`src/rtl/mul_control_unit_if.sv`:
```
// Control bundle between the multi-cycle control unit and the datapath:
// opcode/zero flow in, state and datapath enables flow out.
interface mul_control_unit_if #(
    parameter int OP_W = 6
);
    logic [OP_W-1:0] opcode;
    logic            zero;
    logic [3:0]      state;
    logic            IRWre;
    logic            PCWre;
    logic [1:0]      PCSrc;
    logic            InsMemRW;
    logic            RegWre;
    logic            DataMemRW;
    logic            ALUSrcB;
    logic            ExtSel;
    logic            RegOut;
    logic            ALUM2Reg;
    logic [2:0]      ALUOp;

    modport master (
        output opcode, zero,
        input  state, IRWre, PCWre, PCSrc,
        input  InsMemRW, RegWre, DataMemRW,
        input  ALUSrcB, ExtSel, RegOut,
        input  ALUM2Reg, ALUOp
    );

    modport slave (
        input  opcode, zero,
        output state, IRWre, PCWre, PCSrc,
        output InsMemRW, RegWre, DataMemRW,
        output ALUSrcB, ExtSel, RegOut,
        output ALUM2Reg, ALUOp
    );
endinterface

```
`src/rtl/mul_control_unit.sv`:
```
// Multi-cycle control unit: IF/ID/EXE/MEM/WB sequencer for a small
// MIPS-like datapath; all outputs decode from state and opcode.
module mul_control_unit #(
    parameter int OP_W = 6
) (
    input  logic               CLK,
    input  logic               Reset,
    mul_control_unit_if.slave  bus
);
    typedef enum logic [3:0] {
        S_IF     = 4'b0000,
        S_ID     = 4'b0001,
        S_EXE_AL = 4'b0110,
        S_EXE_BR = 4'b0101,
        S_EXE_LS = 4'b0010,
        S_MEM    = 4'b0011,
        S_WB_AL  = 4'b0111,
        S_WB_LD  = 4'b0100,
        S_HALT   = 4'b1000
    } state_t;

    localparam logic [OP_W-1:0] OP_ADD  = 6'b000000;
    localparam logic [OP_W-1:0] OP_SUB  = 6'b000001;
    localparam logic [OP_W-1:0] OP_ADDI = 6'b000010;
    localparam logic [OP_W-1:0] OP_OR   = 6'b010000;
    localparam logic [OP_W-1:0] OP_AND  = 6'b010001;
    localparam logic [OP_W-1:0] OP_ORI  = 6'b010010;
    localparam logic [OP_W-1:0] OP_SW   = 6'b110000;
    localparam logic [OP_W-1:0] OP_LW   = 6'b110001;
    localparam logic [OP_W-1:0] OP_BEQ  = 6'b110100;
    localparam logic [OP_W-1:0] OP_J    = 6'b111000;
    localparam logic [OP_W-1:0] OP_HALT = 6'b111111;

    state_t st, st_nxt;

    logic is_add, is_sub, is_addi, is_or, is_and, is_ori;
    logic is_sw, is_lw, is_beq, is_j, is_halt;
    logic is_rtype, is_alu, is_ls;

    assign is_add   = bus.opcode == OP_ADD;
    assign is_sub   = bus.opcode == OP_SUB;
    assign is_addi  = bus.opcode == OP_ADDI;
    assign is_or    = bus.opcode == OP_OR;
    assign is_and   = bus.opcode == OP_AND;
    assign is_ori   = bus.opcode == OP_ORI;
    assign is_sw    = bus.opcode == OP_SW;
    assign is_lw    = bus.opcode == OP_LW;
    assign is_beq   = bus.opcode == OP_BEQ;
    assign is_j     = bus.opcode == OP_J;
    assign is_halt  = bus.opcode == OP_HALT;
    assign is_rtype = is_add | is_sub | is_or | is_and;
    assign is_alu   = is_rtype | is_addi | is_ori;
    assign is_ls    = is_sw | is_lw;

    always_ff @(posedge CLK or negedge Reset) begin
        if (!Reset) st <= S_IF;
        else        st <= st_nxt;
    end

    logic       irw, pcw, regw, dmw, m2r;
    logic [1:0] pcsrc;

    always_comb begin
        st_nxt = st;
        irw    = 1'b0;
        pcw    = 1'b0;
        pcsrc  = 2'b00;
        regw   = 1'b0;
        dmw    = 1'b0;
        m2r    = 1'b0;
        unique case (st)
            S_IF: begin
                st_nxt = S_ID;
                irw    = 1'b1;
            end
            S_ID: begin
                unique case (1'b1)
                    is_alu:  st_nxt = S_EXE_AL;
                    is_beq:  st_nxt = S_EXE_BR;
                    is_ls:   st_nxt = S_EXE_LS;
                    // PC is left on the halt word itself
                    is_halt: st_nxt = S_HALT;
                    default: begin
                        st_nxt = S_IF;
                        pcw    = 1'b1;
                        if (is_j) pcsrc = 2'b11;
                    end
                endcase
            end
            S_EXE_AL: st_nxt = S_WB_AL;
            S_WB_AL: begin
                st_nxt = S_IF;
                pcw    = 1'b1;
                regw   = is_alu;
            end
            S_EXE_BR: begin
                st_nxt = S_IF;
                pcw    = 1'b1;
                pcsrc  = bus.zero ? 2'b01 : 2'b00;
            end
            S_EXE_LS: st_nxt = S_MEM;
            S_MEM: begin
                if (is_lw) begin
                    st_nxt = S_WB_LD;
                end else begin
                    st_nxt = S_IF;
                    pcw    = 1'b1;
                    dmw    = is_sw;
                end
            end
            S_WB_LD: begin
                st_nxt = S_IF;
                pcw    = 1'b1;
                regw   = is_lw;
                m2r    = 1'b1;
            end
            S_HALT: st_nxt = S_HALT;
            default: st_nxt = S_IF;
        endcase
    end

    always_comb begin
        bus.ALUOp = 3'b000;
        unique case (1'b1)
            is_sub | is_beq: bus.ALUOp = 3'b001;
            is_or | is_ori:  bus.ALUOp = 3'b011;
            is_and:          bus.ALUOp = 3'b100;
            default:         bus.ALUOp = 3'b000;
        endcase
    end

    // write strobes are masked by Reset so an abort is immediate
    assign bus.state     = st;
    assign bus.IRWre     = Reset & irw;
    assign bus.PCWre     = Reset & pcw;
    assign bus.PCSrc     = pcsrc;
    assign bus.InsMemRW  = st != S_HALT;
    assign bus.RegWre    = Reset & regw;
    assign bus.DataMemRW = Reset & dmw;
    assign bus.ALUSrcB   = is_addi | is_ori | is_lw | is_sw;
    assign bus.ExtSel    = ~is_ori;
    assign bus.RegOut    = is_rtype;
    assign bus.ALUM2Reg  = m2r;
endmodule
```
`src/flat_wrapper.sv`:
```
// flat-port wrapper written by rule: the top's interface ports become plain ports
module mul_control_unit_flat 
#(
    parameter int OP_W = 6
)
  (CLK, Reset, bus_opcode, bus_zero, bus_state, bus_IRWre, bus_PCWre, bus_PCSrc, bus_InsMemRW, bus_RegWre, bus_DataMemRW, bus_ALUSrcB, bus_ExtSel, bus_RegOut, bus_ALUM2Reg, bus_ALUOp);
  mul_control_unit_if #(.OP_W(OP_W)) bus_i ();
  input  logic CLK;
  input  logic Reset;
  input wire logic [$bits(bus_i.opcode)-1:0] bus_opcode;
  input wire logic [$bits(bus_i.zero)-1:0] bus_zero;
  output wire logic [$bits(bus_i.state)-1:0] bus_state;
  output wire logic [$bits(bus_i.IRWre)-1:0] bus_IRWre;
  output wire logic [$bits(bus_i.PCWre)-1:0] bus_PCWre;
  output wire logic [$bits(bus_i.PCSrc)-1:0] bus_PCSrc;
  output wire logic [$bits(bus_i.InsMemRW)-1:0] bus_InsMemRW;
  output wire logic [$bits(bus_i.RegWre)-1:0] bus_RegWre;
  output wire logic [$bits(bus_i.DataMemRW)-1:0] bus_DataMemRW;
  output wire logic [$bits(bus_i.ALUSrcB)-1:0] bus_ALUSrcB;
  output wire logic [$bits(bus_i.ExtSel)-1:0] bus_ExtSel;
  output wire logic [$bits(bus_i.RegOut)-1:0] bus_RegOut;
  output wire logic [$bits(bus_i.ALUM2Reg)-1:0] bus_ALUM2Reg;
  output wire logic [$bits(bus_i.ALUOp)-1:0] bus_ALUOp;
  assign bus_i.opcode = bus_opcode;
  assign bus_i.zero = bus_zero;
  assign bus_state = bus_i.state;
  assign bus_IRWre = bus_i.IRWre;
  assign bus_PCWre = bus_i.PCWre;
  assign bus_PCSrc = bus_i.PCSrc;
  assign bus_InsMemRW = bus_i.InsMemRW;
  assign bus_RegWre = bus_i.RegWre;
  assign bus_DataMemRW = bus_i.DataMemRW;
  assign bus_ALUSrcB = bus_i.ALUSrcB;
  assign bus_ExtSel = bus_i.ExtSel;
  assign bus_RegOut = bus_i.RegOut;
  assign bus_ALUM2Reg = bus_i.ALUM2Reg;
  assign bus_ALUOp = bus_i.ALUOp;
  mul_control_unit #(.OP_W(OP_W)) u_core (.CLK(CLK), .Reset(Reset), .bus(bus_i));
endmodule
```
`config.mk`:
```
export PLATFORM = sky130hd
export DESIGN_NAME = mul_control_unit_flat
export DESIGN_NICKNAME = d
export VERILOG_FILES = /design/src/rtl/mul_control_unit_if.sv /design/src/rtl/mul_control_unit.sv /design/src/flat_wrapper.sv
export SDC_FILE = /design/constraint.sdc
export NUM_CORES = 1
export LEC_CHECK = 0
export CAP_MARGIN = 25
export CORE_UTILIZATION = 38
export DETAILED_ROUTE_END_ITERATION = 8
export PLACE_DENSITY = 0.8
export SLEW_MARGIN = 20
export SYNTH_ARGS = -nofsm -noshare
export SYNTH_HDL_FRONTEND = slang
export SYNTH_SLANG_ARGS = --single-unit
```
`constraint.sdc`:
```
create_clock -name CLK -period 2.7 [get_ports CLK]
set_clock_uncertainty 0.15 [all_clocks]
set_input_delay 0.81 -clock CLK [delete_from_list [all_inputs] [get_ports CLK]]
set_output_delay 0.81 -clock CLK [all_outputs]
set_load 0.05 [all_outputs]
```
==> key figures, run 1 <==
Clocking
  • CTS Buffer Depth: 2
  • # H-tree levels: 1
  • Clock root cell: clkbuf_4
  • Cts bufs inserted: 3
  • Post-CTS Hold Fix Bufs: 0
  • Clock Sinks: 4
  • Post-CTS Resized: 72
  • Postcts setup bufs: 15

Logic synthesis
  • Yosys cell types: 34
  • Post-Syn Area: 525.5 um2
  • Synth warnings: 0
  • Synth area leader: dfrtp_1
  • Synth area leaders: dfrtp_1 19%, nand2b_1 7.1%, nor2_1 7.1%
  • Yosys top cell area share: 19.05%
  • Avg Cell Area, Syn: 6.825 um2
  • Mapped Nets: 86
  • Sequential area share after synthesis: 19.05%
  • Synthesis-stage register bit count: 4
  • Post-Syn Instances: 77

Die
  • Site Rows: 13
  • # IOs: 27
  • Starting Density: between 40 and 50%
  • Die W: 39.19 um
  • Die Height: 39.19 um

Placed design
  • Port buffer count: 26
  • Hpwl dp: roughly 2.1 mm
  • Pre-CTS setup slack: -0.6603 ns
  • Final GP Congestion: roughly 0.9

Run status
  • Fail Step: 4_1_cts
  • Outcome: did not finish
  • Error: [ERROR DPL-0038] Utilization greater than 100%, impossible to legalize
-- synth_stat cells --
cell type,n
nand3b_1,2
nor4b_1,1
dfrtp_1,4
clkbuf_1,5
nand3_1,1
or2_2,1
a31oi_1,2
and2_1,1
o22ai_1,2
and2b_2,1
o21a_1,1
inv_1,3
or3_4,1
buf_2,2
nor2b_1,1
or4_1,1
nor2_1,10
a41o_1,1
nand4_1,1
nand2_2,1
nand2_1,7
a21bo_2,1
or3b_2,1
nor3_1,6
a211oi_1,1
or4b_4,1
a41oi_1,1
a21oi_1,5
o21ai_0,1
o2bb2ai_1,1
a221oi_2,1
nor4_1,2
o32ai_1,1
nand2b_1,6
-- kinds of logic after synthesis --
| logic type | synth area share [%] |
|---|---|
| buf+inv | 7.619 |
| flops | 19.05 |
| simple gates | 48.34 |
| compound gates | 25.00 |
-- stage by stage --
stage	std cells	hold WS, ns	cell area (um2)
detailed placement	134	0.4531	1196
global placement	134	0.4471	1196
floorplan	77	0.3644	685.7
==> inputs of run 2 (changes only) <==
--- a/config.mk
+++ b/config.mk
@@ -6,9 +6,10 @@
 export NUM_CORES = 1
 export LEC_CHECK = 0
 export CAP_MARGIN = 25
-export CORE_UTILIZATION = 38
+export CORE_AREA = 2 2 63 65
 export DETAILED_ROUTE_END_ITERATION = 8
-export PLACE_DENSITY = 0.8
+export DIE_AREA = 0 0 65 67
+export PLACE_DENSITY_LB_ADDON = 0.15
 export SLEW_MARGIN = 20
 export SYNTH_ARGS = -nofsm -noshare
 export SYNTH_HDL_FRONTEND = slang
==> run 2 against run 1 <==
Effect of this change: the flow now finishes, with violations (negative setup slack); synthesized area stayed put; synthesized cell count unchanged.
==> key figures, run 2 <==
Run status
  • Outcome: complete, but fails checks
  • Failing checks: negative setup slack

Die
  • Die Height: 67 um
  • Site Rows: 22
  • Die W: around 65 um
  • DIE AREA: 0.004355 mm2
  • # IOs: 27
  • Starting Density: 14.57%
  • Core ar.: 0.003606 mm2

Worst setup path
  • Worst Path Arrival: slightly below 2 ns
  • Critical Path Source Type: primary input
  • Crit-path max FO: 2
  • Crit Path Category: in -> out
  • WP data required: 1.74 ns
  • Critical Path End Type: output pin
  • CP startpoint: bus_opcode[1]
  • Reg2reg start: u_core.bus.state[1]$_DFF_PN0_

Finish
  • Max FFs per register: 4
  • Area growth, synth to finish: 194.8%
  • Post-layout nets: 145
  • Share of layout cells above drive strength 1: 71.11%
  • Commonest non-fill, non-tap cell in the layout: buf_4
  • Final cell utilization of the core: 42.96%
  • Diodes inserted: 0
  • Filler Cell Count: 359
  • Commonest non-fill, non-tap cells in the layout: 25 x buf_4, 13 x buf_6, 13 x buf_12, 6 x nor2_1, 5 x nand2b_1
  • Design area: about 0.0015 mm2

Routing
  • Vias/cell: 4.311
  • Initial DRC count: 11
  • Wire per inst: 12.86 um
  • Drt drc: 0
  • DRT Pass-1 Iters: 4
  • Final WL: about 2.4 mm
  • Via count: 789
  • Routed Antenna Nets: 0

Global routing
  • Largest net degree at the start of global routing: 12
  • GRT Overall Usage: a little under an eighth
  • Initial antenna violation count: 0
  • Remaining global-route overflow: 0
  • Number of global-route vias before repair: ~850
  • First-pass GRT wire length: 4.022 mm

Clocking
  • CTS tree: done
  • CTS Buffer Depth: 2
  • Clock root cell: clkbuf_8
  • Worst skew pair latency: 0.22 ns
  • Clk slew on worst S/H paths: ~0.04 ns
  • Cts bufs inserted: 3
  • Clock Sinks: 4
  • # H-tree levels: 1
  • Post-CTS Hold Fix Bufs: 0

Logic synthesis
  • Most common cell in the netlist: nor2_1
  • Synth area leaders: dfrtp_1 19%, nand2b_1 7.1%, nor2_1 7.1%
  • Avg Cell Area, Syn: 6.825 um2
  • Mapped Nets: 86
  • Ys flop type: dfrtp_1
  • Yosys top cell area share: 19.05%
  • Synth area leader: dfrtp_1
  • Post-synth EDFFs: 0
  • Post-Syn Area: ~530 um2
  • Post-synth top cells: 10 x nor2_1, 7 x nand2_1, 6 x nand2b_1, 6 x nor3_1
  • Async SR Flop Fraction: 100.0%
  • Synthesis-stage register bit count: 4
  • Yosys cell types: 34
  • Synth warnings: 0
  • Post-Syn Instances: a little under 80
  • Sequential area share after synthesis: 19.05%

Timing
  • Rel. slew slack: about two thirds
  • Worst Tran Pin Value: about 0.49 ns
  • RSZ-0062 raised after global routing: yes
  • Final Cycle Share: 107.7%
  • Max Slew Vio Count: 0
  • Fmax: 0.3440 GHz
  • Final setup viols: 7
  • Min setup slack post-route: -0.2068 ns
  • Tmin final: 2.907 ns
  • Hold_ws: 0.3128 ns
  • Endpoints failing hold: 0

Placed design
  • Port buffer count: 26
  • Pre-CTS setup slack: -0.6299 ns
  • Final GP Congestion: 0.7448
  • Dpl cell area: 0.001245 mm2
  • Hpwl dp: roughly 1.7 mm

Power
  • Static leakage: 0.6378 nW
  • Pwr Density: slightly below 500 mW/mm2
  • Maximum VDD drop: between 150 and 200 uV

Min path
  • Class of the worst hold path: in -> async

Run
  • Maxcap violations: 0
-- run 2: cell counts after synthesis --
Identical to the previous run, type by type.
-- run 2: critical path, cell delays in order --
cell and delay (ns):
buf_6 0.10, nand2b_4 0.13, or4_4 0.52, a21oi_4 0.17, o2bb2ai_4 0.07, buf_12 0.15
-- run 2: final timing paths --
check | to | slack, ns | cells after the start
worst max-delay path | bus_PCWre | -0.21 | 6
worst min-delay path | u_core.bus.state[1]$_DFF_PN0_ | 0.31 | 2
worst max register to register | u_core.bus.state[0]$_DFF_PN0_ | 1.24 | 2
worst min register to register | u_core.bus.state[0]$_DFF_PN0_ | 0.49 | 2
max in group asynchronous | u_core.bus.state[0]$_DFF_PN0_ | 1.97 | 2
min in group CLK | u_core.bus.state[0]$_DFF_PN0_ | 0.49 | 2
-- run 2: routing by layer --
layer	up-vias	GRT usage, %	part of all wire [%]
met5	-	0	0
met4	0	0.7979	0
met3	0	2.365	3.4
met2	14	22.16	53
met1	380	14.20	44
li1	395	-	-
-- run 2: final cells by class --
cell class	instances	area (um2)	share of cell area, %
repair buffers	61	704.4	45.48
multi-input cells	63	624.3	40.31
flip-flops and latches	4	101.3	6.543
well taps	48	60.06	3.877
clock buffers	4	45.04	2.908
inverters	3	13.76	0.8885
-- run 2: kinds of logic (layout without fill, tap and decap cells) --
kind of cell           Yosys count  in the layout  synth area share [%]
AOI/OAI and AO/OA               18             18                 25.00
buffers and inverters           10             68                 7.619
DFF                              4              4                 19.05
and+or+nand+nor                 45             45                 48.34
-- run 2: repair_timing --
action	in CTS	in global routing
setup endpoints to repair	12	11
pin swaps	16	8
endpoints found under the hold margin	0	0
gates resized for setup	65	7
setup buffers	9	3
-- run 2: metrics by stage --
| step | total power, mW | setup TNS (ns) | cells |
|---|---|---|---|
| after floorplan | 0.3872 | -1.519 | 77 |
| after global placement | 0.5714 | -5.908 | 168 |
| after detailed placement | 0.5746 | -5.772 | 168 |
| after CTS | 0.7496 | -0.8383 | 180 |
| after global routing | 0.8057 | -1.122 | 183 |
| final | 0.7538 | -0.7820 | 183 |
-- run 2: power by group --
part | switching [mW] | internal, mW
clock network | 0.0310 | 0.101
registers | 0.0407 | 0.0758
logic | 0.268 | 0.238
total | 0.339 | 0.415
Note: power is estimated with default switching activity, not from simulation.
==> inputs of run 3 (changes only) <==
--- a/config.mk
+++ b/config.mk
@@ -14,3 +14,4 @@
 export SYNTH_ARGS = -nofsm -noshare
 export SYNTH_HDL_FRONTEND = slang
 export SYNTH_SLANG_ARGS = --single-unit
+export TNS_END_PERCENT = 1
==> constraint.sdc (replaced) <==
create_clock -name CLK -period 3.75 [get_ports CLK]
set_clock_uncertainty 0.15 [all_clocks]
set_input_delay 1.125 -clock CLK [delete_from_list [all_inputs] [get_ports CLK]]
set_output_delay 1.125 -clock CLK [all_outputs]
set_load 0.05 [all_outputs]
==> run 3 against run 2 <==
Effect of this change: the flow now finishes without violations; utilization decreased by 9.6 points; die area unchanged; first-iteration DRC count increased to 3.0 times the previous value; power decreased by 40%; flip-flop and latch count unchanged; critical path depth unchanged; global-route usage decreased by 1.5 points; hold slack improved by 0.16 ns; via count decreased by 9.9%; largest cell class unchanged; largest power group unchanged.
==> key figures, run 3 (synthesized netlist as in run 2, its figures left out) <==
Run status
  • Outcome: finished clean

Power
  • Power, Total: ~0.45 mW
  • Pwr Density: 378.0 mW/mm2
  • Static leakage: around 0.50 nW
  • Maximum VDD drop: approximately 96 uV

Finish
  • Final cell utilization of the core: 33.34%
  • Commonest non-fill, non-tap cell in the layout: buf_4
  • Post-layout nets: 133
  • Finished Layout Cells: 170
  • Commonest non-fill, non-tap cells in the layout: 23 x buf_4, 11 x buf_12, 10 x nor2_1
  • Diodes inserted: 0
  • Area growth, synth to finish: 128.8%
  • Share of layout cells above drive strength 1: between 40% and 50%
  • Max FFs per register: 4

Min path
  • Hold_sp: u_core.bus.state[3]$_DFF_PN0_
  • Class of the worst hold path: reg -> reg
  • Hold path depth: 1
  • Hold Crit Endpoint: u_core.bus.state[0]$_DFF_PN0_

Worst setup path
  • Crit-path max FO: 4
  • WP data required: 2.47 ns
  • FF-to-FF path depth: 3
  • Max stage delay on crit path: 0.45 ns
  • Crit-path slowest cell: or4_4
  • Reg2Reg Capture Point: u_core.bus.state[2]$_DFF_PN0_
  • Internal reg-to-reg setup slack: 2.17 ns
  • Worst Path Arrival: between 2 and 2.5 ns
  • Crit-path leading delay family: simple AND/OR/NAND/NOR gates
  • WP buf/inv: 2
  • Critical Path End Type: output pin
  • Cells along the critical path: dlygate4sd2_1 -> nand2b_1 -> or4_4 -> a21oi_2 -> o2bb2ai_2 -> buf_12
  • Critical Path Source Type: primary input
  • Crit Path Category: in -> out
  • Reg2reg start: u_core.bus.state[2]$_DFF_PN0_

Routing
  • Final WL: 1.934 mm
  • DRT Pass-1 Iters: 4
  • Via count: 711
  • Drt drc: 0
  • Routed Antenna Nets: 0
  • Vias/cell: 4.182
  • Initial DRC count: 33
  • Wire per inst: 11.38 um

Die
  • Die Height: 67 um
  • Starting Density: 14.57%
  • Site Rows: 22
  • DIE AREA: 0.004355 mm2
  • Core ar.: ~0.0036 mm2
  • Die W: 65 um
  • # IOs: 27

Clocking
  • Clk slew on worst S/H paths: roughly 0.030 ns
  • Post-CTS Hold Fix Bufs: 0
  • Clock Sinks: 4
  • CTS tree: done
  • CTS Buffer Depth: 2
  • Post-CTS Resized: 15
  • # H-tree levels: 1
  • Clock root cell: clkbuf_8
  • Worst skew pair latency: 0.22 ns
  • Postcts setup bufs: 0
  • Cts bufs inserted: 3

Run
  • Maxcap violations: 0

Placed design
  • Inst Count DP: 167
  • Hpwl dp: 1.587 mm
  • Final GP Congestion: 0.8060
  • Port buffer count: 26

Timing
  • Worst Tran Pin Value: 0.5923 ns
  • Endpoints failing hold: 0
  • Tmin final: ~3.7 ns
  • Max Slew Vio Count: 0
  • Final setup TNS: 0 ns
  • Final Cycle Share: around 98%
  • RSZ-0062 raised after global routing: no
  • Rel. slew slack: 59.96%
  • Final setup viols: 0
  • Hold_ws: 0.4755 ns
  • Fmax: 0.2729 GHz

Global routing
  • Number of global-route vias before repair: ~750
  • First-pass GRT wire length: ~3.5 mm
  • Remaining global-route overflow: 0
  • Largest net degree at the start of global routing: 12
  • Initial antenna violation count: 0
  • GRT Overall Usage: ~10%
[run 3: changes by cell type in the layout (fill, tap and decap cells not counted), moves of 3 or more]
cell | previous run | this run
nor2_1 | 6 | 10
nor2_4 | 4 | 0
buf_6 | 13 | 1
buf_8 | 4 | 0
nand2_1 | 4 | 7
nand2_4 | 3 | 0
clkdlybuf4s50_1 | 4 | 7
dlygate4sd2_1 | 0 | 7
[run 3: worst max-delay path by stage]
stage,start,to,slack [ns],cells past startpoint
global placement,bus_opcode[1],bus_PCWre,-0.22,6
finish,bus_opcode[1],bus_PCWre,0.09,6
global route,bus_opcode[1],bus_PCWre,0.003,6
detailed placement,bus_opcode[5],bus_PCWre,-0.23,6
floorplan,bus_opcode[2],bus_RegOut,-0.23,3
CTS,bus_opcode[1],bus_PCWre,0.08,6
[run 3: area by class of cell]
cell class | count | area (um2)
fillers | 393 | 2404
clock buffers | 3 | 41.29
inverters | 3 | 11.26
repair buffers | 49 | 535.5
well taps | 48 | 60.06
multi-input cells | 63 | 454.2
flip-flops and latches | 4 | 100.1
[run 3: through the flow]
stage	area, um2	setup slack [ns]
after detailed placement	1131	-0.2279
final	1202	0.08546
after floorplan	559.3	-0.2282
after CTS	1202	0.08352
after global routing	1202	0.003091
after global placement	1131	-0.2233
[run 3: per-layer routing]
metal / track usage (%) / wire length [um] / vias up
met4: 3.989 / 17 / 0
li1: - / - / 371
met5: 0 / 0 / -
met3: 2.027 / 110 / 2
met2: 15.85 / 868 / 26
met1: 13.85 / 938 / 312
[run 3: power breakdown]
group / total (mW) / internal, mW / switching [mW]
sequential: 0.0831 / 0.0533 / 0.0298
clock: 0.0911 / 0.0685 / 0.0226
combinational: 0.280 / 0.123 / 0.157
total: 0.454 / 0.245 / 0.209
